## config.mk

```make
export PLATFORM = sky130hd
export DESIGN_NAME = imem_loader_flat
export DESIGN_NICKNAME = d
export VERILOG_FILES = /design/src/rtl/imem_loader_pkg.sv /design/src/rtl/imem_loader_if.sv /design/src/rtl/imem_loader_le_word_assembler.sv /design/src/rtl/imem_loader.sv /design/src/flat_wrapper.sv
export SDC_FILE = /design/constraint.sdc
export NUM_CORES = 1
export LEC_CHECK = 0
export ABC_CLOCK_PERIOD_IN_PS = 2600
export BUFFER_PORTS_ARGS = -buffer_cell sky130_fd_sc_hd__buf_4
export CAP_MARGIN = 20
export CORE_MARGIN = 2
export CORE_UTILIZATION = 40
export DETAILED_ROUTE_END_ITERATION = 8
export PLACE_DENSITY_LB_ADDON = 0.15
export SYNTH_ARGS = -nofsm -noshare
export SYNTH_HDL_FRONTEND = slang
export SYNTH_SLANG_ARGS = --single-unit
```

## constraint.sdc

```tcl
create_clock -name clk -period 2.6 [get_ports clk]
set_input_delay 0.26 -clock clk [delete_from_list [all_inputs] [get_ports clk]]
set_output_delay 0.26 -clock clk [all_outputs]
set_load 0.1 [all_outputs]
```

## src/rtl/imem_loader_pkg.sv

```systemverilog
// ============================================================================
// Module   : imem_loader_pkg
// Purpose  : Shared types and constants for the instruction-memory loader.
// Revision : 1.0 - initial release
// ============================================================================
`default_nettype none

package imem_loader_pkg;

  // Number of bytes in the little-endian length prefix
  localparam int LEN_BYTES = 4;

  // Width of the running image checksum (sum of bytes mod 256)
  localparam int SUM_WIDTH = 8;

  // Loader sequencing states; ST_CHK is only reachable with the checksum build
  typedef enum logic [2:0] {
    ST_IDLE = 3'd0,
    ST_LEN  = 3'd1,
    ST_DATA = 3'd2,
    ST_CHK  = 3'd3,
    ST_RUN  = 3'd4
  } loader_state_t;

endpackage

`default_nettype wire

```

## src/rtl/imem_loader_if.sv

```systemverilog
// ============================================================================
// Module   : imem_loader_if
// Purpose  : Load stream, CPU fetch and memory port signals of the loader.
//            slave  = the loader itself, master = its environment.
// Revision : 1.0 - initial release
// ============================================================================
`default_nettype none

interface imem_loader_if #(
  parameter int ADDRESS_WIDTH = 32,
  parameter int DATA_WIDTH    = 8
);

  logic                     start;
  logic                     rx_valid;
  logic [DATA_WIDTH-1:0]    rx_data;
  logic                     rx_ready;
  logic [ADDRESS_WIDTH-1:0] pc;
  logic [ADDRESS_WIDTH-1:0] mem_addr;
  logic                     mem_we;
  logic [DATA_WIDTH-1:0]    mem_wdata;
  logic                     cpu_hold;
  logic                     done;
  logic                     error;

  modport slave (
    input  start, rx_valid, rx_data, pc,
    output rx_ready, mem_addr, mem_we, mem_wdata, cpu_hold, done, error
  );

  modport master (
    output start, rx_valid, rx_data, pc,
    input  rx_ready, mem_addr, mem_we, mem_wdata, cpu_hold, done, error
  );

endinterface

`default_nettype wire

```

## src/rtl/imem_loader_le_word_assembler.sv

```systemverilog
// ============================================================================
// Module   : le_word_assembler
// Purpose  : Collects NUM_BYTES bytes, first byte least significant, into one
//            word. o_word_next/o_word_done expose the completed word in the
//            same cycle as the final byte so the caller can act without a
//            bubble.
// Revision : 1.0 - initial release
// ============================================================================
`default_nettype none

module le_word_assembler #(
  parameter int BYTE_WIDTH = 8,
  parameter int NUM_BYTES  = 4
) (
  input  wire logic                            clk,
  input  wire logic                            rst_n,
  input  wire logic                            i_clear,
  input  wire logic                            i_push,
  input  wire logic [BYTE_WIDTH-1:0]           i_byte,
  output logic      [BYTE_WIDTH*NUM_BYTES-1:0] o_word,
  output logic      [BYTE_WIDTH*NUM_BYTES-1:0] o_word_next,
  output logic                                 o_word_done
);

  localparam int WORD_W = BYTE_WIDTH * NUM_BYTES;
  localparam int CNT_W  = (NUM_BYTES > 1) ? $clog2(NUM_BYTES) : 1;

  logic [WORD_W-1:0] r_word;
  logic [CNT_W-1:0]  r_count;

  // New bytes enter at the top and shift down, so the first byte ends up at bit 0
  assign o_word_next = {i_byte, r_word[WORD_W-1:BYTE_WIDTH]};
  assign o_word_done = i_push && (r_count == CNT_W'(NUM_BYTES - 1));
  assign o_word      = r_word;

  // Shift register and byte counter; counter rewinds after a full word
  always_ff @(posedge clk) begin
    if (!rst_n || i_clear) begin
      r_word  <= '0;
      r_count <= '0;
    end else if (i_push) begin
      r_word  <= o_word_next;
      r_count <= o_word_done ? '0 : r_count + 1'b1;
    end
  end

endmodule

`default_nettype wire

```

## src/rtl/imem_loader.sv

```systemverilog
// ============================================================================
// Module   : imem_loader
// Purpose  : Boot loader for the byte-addressed instruction memory. Takes a
//            4-byte little-endian length followed by the image bytes on a
//            valid/ready stream, writes them one per cycle while stalling the
//            CPU, then gives the memory address port to the CPU PC.
// Options  : IMEM_LOADER_CHECKSUM_EN - append a one-byte checksum (sum of
//            image bytes mod 256) that must match before RUN is entered.
// Revision : 1.0 - initial release
// ============================================================================
`default_nettype none

module imem_loader
  import imem_loader_pkg::*;
#(
  parameter int ADDRESS_WIDTH = 32,
  parameter int DATA_WIDTH    = 8,
  parameter int MEM_DEPTH     = 256
) (
  input  wire logic    clk,
  input  wire logic    rst_n,
  imem_loader_if.slave bus
);

  localparam int LEN_W = LEN_BYTES * DATA_WIDTH;
  // One extra bit so the pointer can reach MEM_DEPTH after the last write
  localparam int PTR_W = $clog2(MEM_DEPTH + 1);

  loader_state_t    r_state;
  logic [PTR_W-1:0] r_wr_ptr;
  logic             r_done;
  logic             r_error;
`ifdef IMEM_LOADER_CHECKSUM_EN
  logic [SUM_WIDTH-1:0] r_sum;
`endif

  logic             w_accept;
  logic             w_len_clear;
  logic             w_len_push;
  logic             w_len_done;
  logic [LEN_W-1:0] w_len;
  logic [LEN_W-1:0] w_len_next;
  logic             w_last;

  // The length register is cleared whenever a (re)load is granted
  assign w_len_clear = bus.start && ((r_state == ST_IDLE) || (r_state == ST_RUN));
  assign w_len_push  = (r_state == ST_LEN) && bus.rx_valid;

  le_word_assembler #(
    .BYTE_WIDTH (DATA_WIDTH),
    .NUM_BYTES  (LEN_BYTES)
  ) u_len (
    .clk         (clk),
    .rst_n       (rst_n),
    .i_clear     (w_len_clear),
    .i_push      (w_len_push),
    .i_byte      (bus.rx_data),
    .o_word      (w_len),
    .o_word_next (w_len_next),
    .o_word_done (w_len_done)
  );

  assign bus.rx_ready  = (r_state == ST_LEN) || (r_state == ST_DATA) || (r_state == ST_CHK);
  assign w_accept      = bus.rx_valid && bus.rx_ready;
  assign bus.mem_we    = (r_state == ST_DATA) && bus.rx_valid;
  assign bus.mem_wdata = bus.rx_data;
  assign bus.mem_addr  = (r_state == ST_RUN) ? bus.pc : ADDRESS_WIDTH'(r_wr_ptr);
  assign bus.cpu_hold  = (r_state != ST_RUN);
  assign bus.done      = r_done;
  assign bus.error     = r_error;

  // DATA is only entered with len >= 1, so len-1 never underflows there
  assign w_last = (LEN_W'(r_wr_ptr) == (w_len - LEN_W'(1)));

  // Load sequencer: length, data, optional checksum, then hand-off to the CPU
  always_ff @(posedge clk) begin
    if (!rst_n) begin
      r_state  <= ST_IDLE;
      r_wr_ptr <= '0;
      r_done   <= 1'b0;
      r_error  <= 1'b0;
`ifdef IMEM_LOADER_CHECKSUM_EN
      r_sum    <= '0;
`endif
    end else begin
      r_done <= 1'b0;
      case (r_state)
        ST_IDLE: begin
          if (bus.start) begin
            r_state  <= ST_LEN;
            r_error  <= 1'b0;
            r_wr_ptr <= '0;
`ifdef IMEM_LOADER_CHECKSUM_EN
            r_sum    <= '0;
`endif
          end
        end

        ST_LEN: begin
          if (w_accept && w_len_done) begin
            if (w_len_next == '0) begin
              r_state <= ST_RUN;
              r_done  <= 1'b1;
            end else if (w_len_next > LEN_W'(MEM_DEPTH)) begin
              r_state <= ST_IDLE;
              r_error <= 1'b1;
            end else begin
              r_state <= ST_DATA;
            end
          end
        end

        ST_DATA: begin
          if (w_accept) begin
            r_wr_ptr <= r_wr_ptr + PTR_W'(1);
`ifdef IMEM_LOADER_CHECKSUM_EN
            r_sum    <= r_sum + SUM_WIDTH'(bus.rx_data);
            if (w_last) begin
              r_state <= ST_CHK;
            end
`else
            if (w_last) begin
              r_state <= ST_RUN;
              r_done  <= 1'b1;
            end
`endif
          end
        end

`ifdef IMEM_LOADER_CHECKSUM_EN
        ST_CHK: begin
          if (w_accept) begin
            if (SUM_WIDTH'(bus.rx_data) == r_sum) begin
              r_state <= ST_RUN;
              r_done  <= 1'b1;
            end else begin
              r_state <= ST_IDLE;
              r_error <= 1'b1;
            end
          end
        end
`endif

        ST_RUN: begin
          if (bus.start) begin
            r_state  <= ST_LEN;
            r_error  <= 1'b0;
            r_wr_ptr <= '0;
`ifdef IMEM_LOADER_CHECKSUM_EN
            r_sum    <= '0;
`endif
          end
        end

        default: r_state <= ST_IDLE;
      endcase
    end
  end

endmodule

`default_nettype wire

```

## src/flat_wrapper.sv

```systemverilog
// flat-port wrapper written by rule: the top's interface ports become plain ports
module imem_loader_flat import imem_loader_pkg::*;
#(
  parameter int ADDRESS_WIDTH = 32,
  parameter int DATA_WIDTH    = 8,
  parameter int MEM_DEPTH     = 256
)
  (clk, rst_n, bus_start, bus_rx_valid, bus_rx_data, bus_pc, bus_rx_ready, bus_mem_addr, bus_mem_we, bus_mem_wdata, bus_cpu_hold, bus_done, bus_error);
  imem_loader_if #(.ADDRESS_WIDTH(ADDRESS_WIDTH), .DATA_WIDTH(DATA_WIDTH)) bus_i ();
  input  wire logic clk;
  input  wire logic rst_n;
  input wire logic [$bits(bus_i.start)-1:0] bus_start;
  input wire logic [$bits(bus_i.rx_valid)-1:0] bus_rx_valid;
  input wire logic [$bits(bus_i.rx_data)-1:0] bus_rx_data;
  input wire logic [$bits(bus_i.pc)-1:0] bus_pc;
  output wire logic [$bits(bus_i.rx_ready)-1:0] bus_rx_ready;
  output wire logic [$bits(bus_i.mem_addr)-1:0] bus_mem_addr;
  output wire logic [$bits(bus_i.mem_we)-1:0] bus_mem_we;
  output wire logic [$bits(bus_i.mem_wdata)-1:0] bus_mem_wdata;
  output wire logic [$bits(bus_i.cpu_hold)-1:0] bus_cpu_hold;
  output wire logic [$bits(bus_i.done)-1:0] bus_done;
  output wire logic [$bits(bus_i.error)-1:0] bus_error;
  assign bus_i.start = bus_start;
  assign bus_i.rx_valid = bus_rx_valid;
  assign bus_i.rx_data = bus_rx_data;
  assign bus_i.pc = bus_pc;
  assign bus_rx_ready = bus_i.rx_ready;
  assign bus_mem_addr = bus_i.mem_addr;
  assign bus_mem_we = bus_i.mem_we;
  assign bus_mem_wdata = bus_i.mem_wdata;
  assign bus_cpu_hold = bus_i.cpu_hold;
  assign bus_done = bus_i.done;
  assign bus_error = bus_i.error;
  imem_loader #(.ADDRESS_WIDTH(ADDRESS_WIDTH), .DATA_WIDTH(DATA_WIDTH), .MEM_DEPTH(MEM_DEPTH)) u_core (.clk(clk), .rst_n(rst_n), .bus(bus_i));
endmodule
```

; Word-level counts from Yosys, hierarchy flattened
; Cells that the tools add are included.
[op_classes]
order_cmp = 1
addsub = 3
n_reduce_logical = 19
n_mux = 22
eq_ne = 13
[op_table]
columns = op, count
row1 = $eq A9 B32 Y1, 1
row2 = $gt A32 B9 Y1 const B, 1
row3 = $logic_not A32 Y1, 1
row4 = $mux W32, 1
row5 = $sub A32 B1 Y32 const B, 1
row6 = $mux W9, 2
row7 = $pmux W9 S2, 1
row8 = $mux W3, 5
row9 = $add A9 B1 Y9 const B, 1
row10 = $pmux W3 S3, 1
row11 = $mux W1, 8
row12 = $eq A3 B2 Y1 const B, 2
row13 = $logic_and A1 B1 Y1, 6
row14 = $ne A2 B1 Y1 const B, 3
row15 = $ne A2 B2 Y1 const B, 3
row16 = $reduce_and A5 Y1, 1
row17 = $logic_or A1 B1 Y1, 4
row18 = $mux W2, 2
row19 = $pmux W1 S2, 2
row20 = $reduce_and A4 Y1, 1
row21 = $reduce_bool A2 Y1, 2
row22 = $eq A3 B1 Y1 const B, 1
row23 = $eq A3 B3 Y1 const B, 1
row24 = $logic_not A3 Y1, 1
row25 = 6 further kinds, 6
[totals]
out_inout_bits = 45
wordCells = 64
reg_bits = 48

; Longest topological paths before layout
; Gate-level depths: netlist of the first run.
[logic_depth]
word_depth = 7
mapped_depth = 10
ltp_nobuf = 9

; Hierarchy
; From an unflattened synthesis of the first run, not the netlist that was laid out.
[unflattened]
cells_unflattened = 407
hier_area_um2 = 3338.2
[modules_own_cells]
columns = mod, area_per_inst_um2, n_inst, cells_per_inst, seq_area_each_um2
row1 = imem_loader, 1870.5, 1, 261, 280.3
row2 = le_word_assembler, 1467.7, 1, 146, 680.7

; Worst setup path before layout of the first run
; OpenSTA, ideal clock, no wires.
[synth_timing]
path_kind = register -> output
from = reg u_core.r_state[0]
to = out bus_mem_addr[7]
path_buffers = 1
t_arrival_ps = 2997
path_stages_with_launch = 5
path_slack_ps = -657
t_required_ps = 2340
cell_sequence = dfxtp_1 -> nor2_1 -> and2_1 -> clkbuf_1 -> o21ai_0
[synth_via]
elab_chain_len = 2
[synth_rtl]
columns = item, line
row1 = "start, declared", imem_loader.sv:29  ; loader_state_t r_state;
row2 = "start signal, assigned", imem_loader.sv:78  ; r_state <= ST_IDLE;
row3 = "start signal, assigned", imem_loader.sv:90  ; r_state <= ST_LEN;
row4 = "start signal, assigned", imem_loader.sv:102  ; r_state <= ST_RUN;
row5 = $eq A3 B3 Y1, imem_loader.sv:67  ; assign bus.mem_addr = (r_state == ST_RUN) ? bus.pc : ADDRESS_WIDTH'(r_wr_ptr);
row6 = $mux W32, imem_loader.sv:67
row7 = "end, declared", flat_wrapper.sv:17  ; output wire logic [$bits(bus_i.mem_addr)-1:0] bus_mem_addr;
; Every way passes these cells.

; Worst setup path in the final report of the first run
[layout_timing]
from = reg u_core.u_len.r_word[1] (netlist: u_core.u_len.o_word[1])
to = reg u_core.r_done (netlist: u_core.bus.done)
[layout_via]
elab_chain_len = 5
[layout_rtl]
columns = item, line
row1 = "start, declared", imem_loader_le_word_assembler.sv:28  ; logic [WORD_W-1:0] r_word;
row2 = "start signal, assigned", imem_loader_le_word_assembler.sv:42  ; r_word <= o_word_next;
row3 = $sub A32 B1 Y32, imem_loader.sv:73  ; assign w_last = (LEN_W'(r_wr_ptr) == (w_len - LEN_W'(1)));
row4 = $eq A9 B32 Y1, imem_loader.sv:73
row5 = $mux W1, imem_loader.sv:122  ; if (w_last) begin
row6 = $mux W1, imem_loader.sv:114  ; if (w_accept) begin
row7 = $pmux W1 S2, imem_loader.sv:87  ; case (r_state)
row8 = "end signal, assigned", imem_loader.sv:80  ; r_done <= 1'b0;
row9 = "end signal, assigned", imem_loader.sv:86  ; r_done <= 1'b0;
row10 = "end signal, assigned", imem_loader.sv:124  ; r_done <= 1'b1;
row11 = "end, declared", imem_loader.sv:31  ; logic r_done;
; Every way passes these cells.
; A chain may end at the register's enable or synchronous reset.

==> out/metrics.yaml, run 1 <==
sta:
  hold_viol_final: 0
  setup_viol: 0
  worst_slew_pin_slew_ps: 548
  drv_slew: 0
  relSlewSlack: 0.635
  period_share: 0.931
  clock_skew_ps: 6.10
  max_freq_ghz: 0.413
  min_period_ps: 2420
  fin_setup_tns_ps: 0
  rsz0062_at_grt: "no"
cells_and_area:
  stdcell_count: 532
  diodes: 0
  finish.instance_area_um2: 3630
  drive_above_1_share: 0.301
  multi_input_area_um2: 1640
  num-fill-cells: 687
  register_area_um2: 962
  fin_util: 0.541
  fin_nets: 499
  area_growth_syn_to_layout_pct: 32.1
yosys:
  yosysWarnings: 0
  syn-num-nets: 413
  ys_ff_latch: 48
  async_flop_share: 0
  postSynthCellCount: 366
  ys.flop_type: "dfxtp_1"
  yosysSeqAreaShare: 0.349
  syn_area_um2: 2750
  synth_edf_count: 0
  yosysUniqueCellTypes: 43
  syn_area_per_cell_um2: 7.51
route:
  drt-total-wl_um: 7400
  drc: 0
  vias_per_cell: 5.13
  vias: 2729
  avgRoutedWirePerCell_um: 13.9
  drt-initial-drc-count: 106
  firstDrtPassIters: 4
  drtAntennaViolNets: 0
setup_path:
  crit_path_start_kind: "flop"
  worstPathArrival_ps: 2670
  cp.required_ps: 2850
  crit_type: "flop to flop"
  cp_max_fo: 4
  r2r_slack_ps: 180
  endpoint_kind: "flop"
floorplan:
  die-area_um2: 7550
  fp.dieW_um: 86.9
  die_y_um: 86.9
  rows: 30
  ios: 89
  core_area_um2: 6720
  start_util: 0.409
power_and_ir_drop:
  vdd_drop_max_v: 0.000253
  powerDensity_nw_per_um2: 457
  leakage_nw: 1.64
placed_design:
  placed_area_um2: 3530
  place_hpwl_um: 5570
  gp_congestion: 0.801
  io_buffers: 88
  dp_cells: 525
clocking:
  h-tree-depth: 2
  clk_pin_slew_ps: 90
  postCtsHoldBufs: 0
  cts_buffer_depth: 2
  clock_latency_ps: 300
  cts_sinks: 48
  cts-root-buf: "clkbuf_8"
  cts_made_buffers: 5
  cts_tree: "yes"
global_route:
  grt_max_degree: 45
  grt_pass1_vias: 2557
  grtUsageTotal: 0.198
  gr-total-overflow: 0
  antenna_found_initial: 0
  grt_pass1_wl_um: 12100
run:
  maxCapViolCount: 0
hold_path:
  hold_path.class: "input pin to flop"
status:
  status: "completed"
==> flip-flops by register name, summed over array words and instances, names as in the netlist <==
signal and flops:
u_core.r_wr_ptr 9, u_core.bus.done 1, u_core.bus.error 1, u_core.u_len.r_count 2, u_core.r_state 3, u_core.u_len.o_word 32
==> per-stage QoR <==
stage                     hold slack [ps]  worst slack, ps  power [W]
after global placement                447             92.3    0.00126
after floorplan                       393             36.6    0.00113
after CTS                             205             21.5    0.00168
final                                 215              180    0.00166
after detailed placement              459             37.6    0.00126
after global routing                  215             9.62    0.00173
==> worst max-delay path: stages (launching register included) <==
cell and delay (ps):
dfxtp_2 340, inv_1 50, ha_2 170, or4b_4 490, nor2b_4 150, buf_6 120
nand2_1 60, o31ai_1 210, nand2_1 110, or4_4 540, o21ai_1 130
==> Yosys cell counts (all sizes together), types with 7 or more instances <==
master / instances / area (µm²)
a21oi: 39 / 195
and3: 24 / 150
buf: 10 / 76.3
clkbuf: 20 / 75.1
dfxtp: 48 / 961
mux2: 9 / 101
nand2: 81 / 304
nand4: 7 / 43.8
nor2: 21 / 81.3
nor3: 10 / 50.1
nor4: 7 / 50.1
o21ai: 9 / 45.0
or4: 7 / 60.1
xnor2: 10 / 87.6
xor2: 12 / 105
==> layer usage <==
| layer | up-vias | GRT usage | part of all wire | wire length, µm |
|---|---|---|---|---|
| met3 | 6 | 0.0313 | 0.039 | 292 |
| li1 | 1427 | - | - | - |
| met4 | 0 | 0.0455 | 0.0069 | 51 |
| met5 | - | 0 | 0 | 0 |
| met2 | 55 | 0.337 | 0.49 | 3590 |
| met1 | 1241 | 0.265 | 0.47 | 3460 |
==> kinds of logic (layout without fill, tap and decap cells) <==
logic type / after synthesis / after routing / synth area share
flip-flops: 48 / 48 / 0.349
adder cells (fa/ha/maj): 3 / 3 / 0.0137
multiplexers: 10 / 10 / 0.0405
buffers and inverters: 36 / 122 / 0.0632
XOR/XNOR: 22 / 22 / 0.0701
AO/OA/AOI/OAI: 60 / 60 / 0.122
AND/OR/NAND/NOR: 187 / 187 / 0.341
==> where the power goes <==
group / switching [W] / leakage (nW) / total [W] / internal (W)
logic: 0.000359 / 1.21 / 0.000490 / 0.000130
registers: 0.00000883 / 0.388 / 0.000752 / 0.000743
clock network: 0.000237 / 0.0410 / 0.000420 / 0.000183
total: 0.000605 / 1.64 / 0.00166 / 0.00106
==> layout by cell type, fill, tap and decap left out, types with 2 or more instances in the layout <==
cell | synthesis | routed
o21ai_1 | 2 | 3
or4_1 | 5 | 4
nand3_1 | 6 | 6
ha_1 | 3 | 2
dfxtp_1 | 48 | 47
a21oi_1 | 39 | 38
nand3b_1 | 3 | 3
nand2b_1 | 4 | 4
or3_1 | 4 | 4
nor2b_1 | 3 | 2
xnor2_1 | 10 | 10
or4_4 | 2 | 3
xor2_1 | 12 | 12
nand2_1 | 81 | 81
inv_1 | 6 | 6
o21ai_0 | 7 | 6
nor3b_1 | 2 | 2
nand4_1 | 7 | 7
mux2_2 | 9 | 9
nor3_1 | 10 | 10
o21a_1 | 2 | 2
and4_1 | 2 | 2
clkbuf_8 | 0 | 5
a31oi_1 | 2 | 2
buf_4 | 8 | 107
nor2_1 | 20 | 20
and2_1 | 4 | 4
o32ai_1 | 2 | 2
nor4_1 | 6 | 6
and3_1 | 24 | 24
==> final timing paths <==
kind | from | to | cells after the start
max | u_core.u_len.o_word[1] | u_core.bus.done | 10
max reg2reg | u_core.u_len.o_word[1] | u_core.bus.done | 10
min | bus_rx_data[6] | u_core.u_len.o_word[30] | 3
min reg2reg | u_core.u_len.o_word[26] | u_core.u_len.o_word[18] | 2
==> what timing repair did <==
action / 4_1_cts / 5_1_grt
setup endpoints to repair: 0 / 3
resized for setup: 0 / 8
setup buffers: 0 / 0
==> cell type report <==
cell class / instances / area share
Timing Repair Buffer: 109 / 0.230
Tap cell: 80 / 0.0275
Sequential cell: 48 / 0.265
Inverter: 6 / 0.00620
Multi-Input combinational cell: 282 / 0.450
Clock buffer: 6 / 0.0200
Clock inverter: 1 / 0.00138
No activity file was read; power rests on OpenSTA's default activity.
==> run 2, diff against run 1 <==
--- a/config.mk
+++ b/config.mk
@@ -5,11 +5,12 @@
 export SDC_FILE = /design/constraint.sdc
 export NUM_CORES = 1
 export LEC_CHECK = 0
+export ABC_AREA = 1
 export ABC_CLOCK_PERIOD_IN_PS = 2600
 export BUFFER_PORTS_ARGS = -buffer_cell sky130_fd_sc_hd__buf_4
 export CAP_MARGIN = 20
 export CORE_MARGIN = 2
-export CORE_UTILIZATION = 40
+export CORE_UTILIZATION = 35
 export DETAILED_ROUTE_END_ITERATION = 8
 export PLACE_DENSITY_LB_ADDON = 0.15
 export SYNTH_ARGS = -nofsm -noshare
==> run 2 against run 1 <==
Effect of this change: total power rose by 90%; setup slack gained 230 ps; clock power rose by 6.2%; non-clock buffer count fell by 16; core utilization fell by 9.7 points; via count grew 40%; area after synthesis up 24%; sequential cell count unchanged; critical path depth increased by 5; count of clock-buffer cells in the layout shrank 1; register-to-register slack gained 230 ps; wire length up 42%; critical endpoint is now u_core.r_state[1]; largest cell class unchanged.
==> out/metrics.yaml, run 2 <==
floorplan:
  ios: 89
  die_y_um: 103
  fp.dieW_um: 103
  rows: 36
  start_util: 0.356
  core_area_um2: 9590
  die-area_um2: 10600
sta:
  max_freq_ghz: 0.456
  whs_ps: 226
  worst_slew_pin_slew_ps: 562
  period_share: 0.844
  hold_viol_final: 0
  relSlewSlack: 0.622
  min_period_ps: 2190
  clock_skew_ps: 8.15
  rsz0062_at_grt: "no"
  setup_viol: 0
  fin_setup_tns_ps: 0
  drv_slew: 0
status:
  status: "completed"
setup_path:
  reg2reg_depth: 15
  worstPathArrival_ps: 2400
  reg2reg_from: "u_core.u_len.o_word[0]"
  reg2reg_to: "u_core.r_state[1]"
  critPathMostFrequentCell: "nand2_1"
  r2r_slack_ps: 410
  cp.required_ps: 2810
  slowest_delay_ps: 340
  slowest_stage: "dfxtp_1"
  path_cells: "inv_1, ha_1, nand2_4, nor2_8, nand2_2, o21ai_1, nand3_1, nor2_1, nand2_1, nor2_2, nand2_1, nand2_1, nand3_1, nand2_1, inv_1"
  crit_path_start_kind: "flop"
  crit_type: "flop to flop"
  cp_max_fo: 9
  endpoint_kind: "flop"
route:
  vias_per_cell: 4.78
  firstDrtPassIters: 5
  vias: 3807
  drtAntennaViolNets: 0
  drt-initial-drc-count: 221
  drt-total-wl_um: 10500
  avgRoutedWirePerCell_um: 13.2
  drc: 0
clocking:
  cts-root-buf: "clkbuf_8"
  cts_buffer_depth: 2
  clk_pin_slew_ps: 90
  h-tree-depth: 2
  post_cts_buffers: 0
  cts_sinks: 48
  cts_tree: "yes"
  cts_resized: 0
  cts_made_buffers: 5
  clock_latency_ps: 300
  postCtsHoldBufs: 0
cells_and_area:
  final_common_cell: "nand2_1"
  largest_register_ffs: 32
  area_growth_syn_to_layout_pct: 24.9
  drive_above_1_share: 0.194
  diodes: 0
  fin_nets: 711
  stdcell_count: 797
  most-common-layout-cells: "nand2_1, nor2_1, inv_1, buf_4, a21oi_1"
hold_path:
  whs_endpoint: "u_core.u_len.o_word[30]"
  worstHoldStart: "bus_rx_data[6]"
  hold_path.class: "input pin to flop"
  whs_path_depth: 3
placed_design:
  place_hpwl_um: 8390
  gp_congestion: 0.899
  dp_cells: 790
  io_buffers: 88
yosys:
  ys_top_cells_by_area: "dfxtp_1, nand2_1, nor2_1"
  synth_top_area_share: 0.282
  yosysWarnings: 0
  yosysSeqAreaShare: 0.282
  async_flop_share: 0
  synthTopCellsByCount: "nand2_1, nor2_1, inv_1"
  syn_area_per_cell_um2: 5.82
  ys_ff_latch: 48
  synth_edf_count: 0
  yosysMostFrequentCell: "nand2_1"
  synth_top_area_cell: "dfxtp_1"
  ys.flop_type: "dfxtp_1"
  syn-num-nets: 633
  syn_area_um2: 3410
  postSynthCellCount: 586
  yosysUniqueCellTypes: 31
global_route:
  antenna_found_initial: 0
  grt_max_degree: 48
  gr-total-overflow: 0
  grtUsageTotal: 0.202
  grt_pass1_vias: 3474
  grt_pass1_wl_um: 16800
power_and_ir_drop:
  leakage_nw: 2.21
  powerDensity_nw_per_um2: 743
  vdd_drop_max_v: 0.000267
run:
  maxCapViolCount: 0
==> run 2: worst max-delay path: cells and delay by family, from the launching register on <==
family / cells / cell delay, ps
AO/OA/AOI/OAI: 1 / 180
AND/OR/NAND/NOR: 11 / 1100
adder cells (fa/ha/maj): 1 / 300
flip-flops: 1 / 340
buffers and inverters: 2 / 170
==> run 2: stage by stage <==
step	worst slack (ps)	power (W)	instance area [µm²]	utilization
after floorplan	-370	0.00231	3410	-
after global placement	435	0.00273	4180	0.435
after detailed placement	444	0.00273	4180	0.435
after CTS	433	0.00318	4260	0.444
after global routing	162	0.00339	4260	0.444
final	406	0.00316	4260	0.444
==> run 2: worst max path at each step <==
stage / slack (ps) / cells past startpoint / end / startpoint
floorplan: -370 / 4 / bus_mem_addr[22] / u_core.r_state[0]
global placement: 440 / 15 / u_core.r_state[1] / u_core.u_len.o_word[0]
detailed placement: 440 / 15 / u_core.r_state[1] / u_core.u_len.o_word[0]
CTS: 430 / 15 / u_core.r_state[1] / u_core.u_len.o_word[0]
global route: 160 / 15 / u_core.r_state[1] / u_core.u_len.o_word[0]
finish: 410 / 15 / u_core.r_state[1] / u_core.u_len.o_word[0]
==> run 2: cells by family after synthesis <==
kind of cell	count (synthesis)	share of synthesized area
and+or+nand+nor	311	0.404
DFF	48	0.282
muxes	1	0.00330
xor gates and xnor gates	1	0.00257
AOI/OAI and AO/OA	107	0.163
adders and majority gates	3	0.0110
buffers and inverters	115	0.135
==> run 2: power breakdown <==
group,internal (W),switching (W),total [W],leakage (nW)
sequential,0.000783,0.0000553,0.000838,0.389
clock,0.000183,0.000263,0.000446,0.0400
combinational,0.000513,0.00137,0.00188,1.78
total,0.00148,0.00169,0.00316,2.21
==> run 2: area by class of cell <==
class                   count  area (µm²)
fillers                  1030        5340
multi-input cells         423        1990
flip-flops and latches     48         961
repair buffers             93         711
inverters                  93         349
well taps                 133         166
clock buffers               5        68.8
clock inverters             2        12.5
==> run 2: metal layers <==
layer / share of wire / global-route usage / vias up / routed length, µm
met4: 0.021 / 0.0605 / 0 / 220
met5: 0 / 0 / - / 0
met3: 0.039 / 0.0237 / 16 / 413
met1: 0.45 / 0.270 / 1703 / 4770
li1: - / - / 1998 / -
met2: 0.49 / 0.342 / 90 / 5110
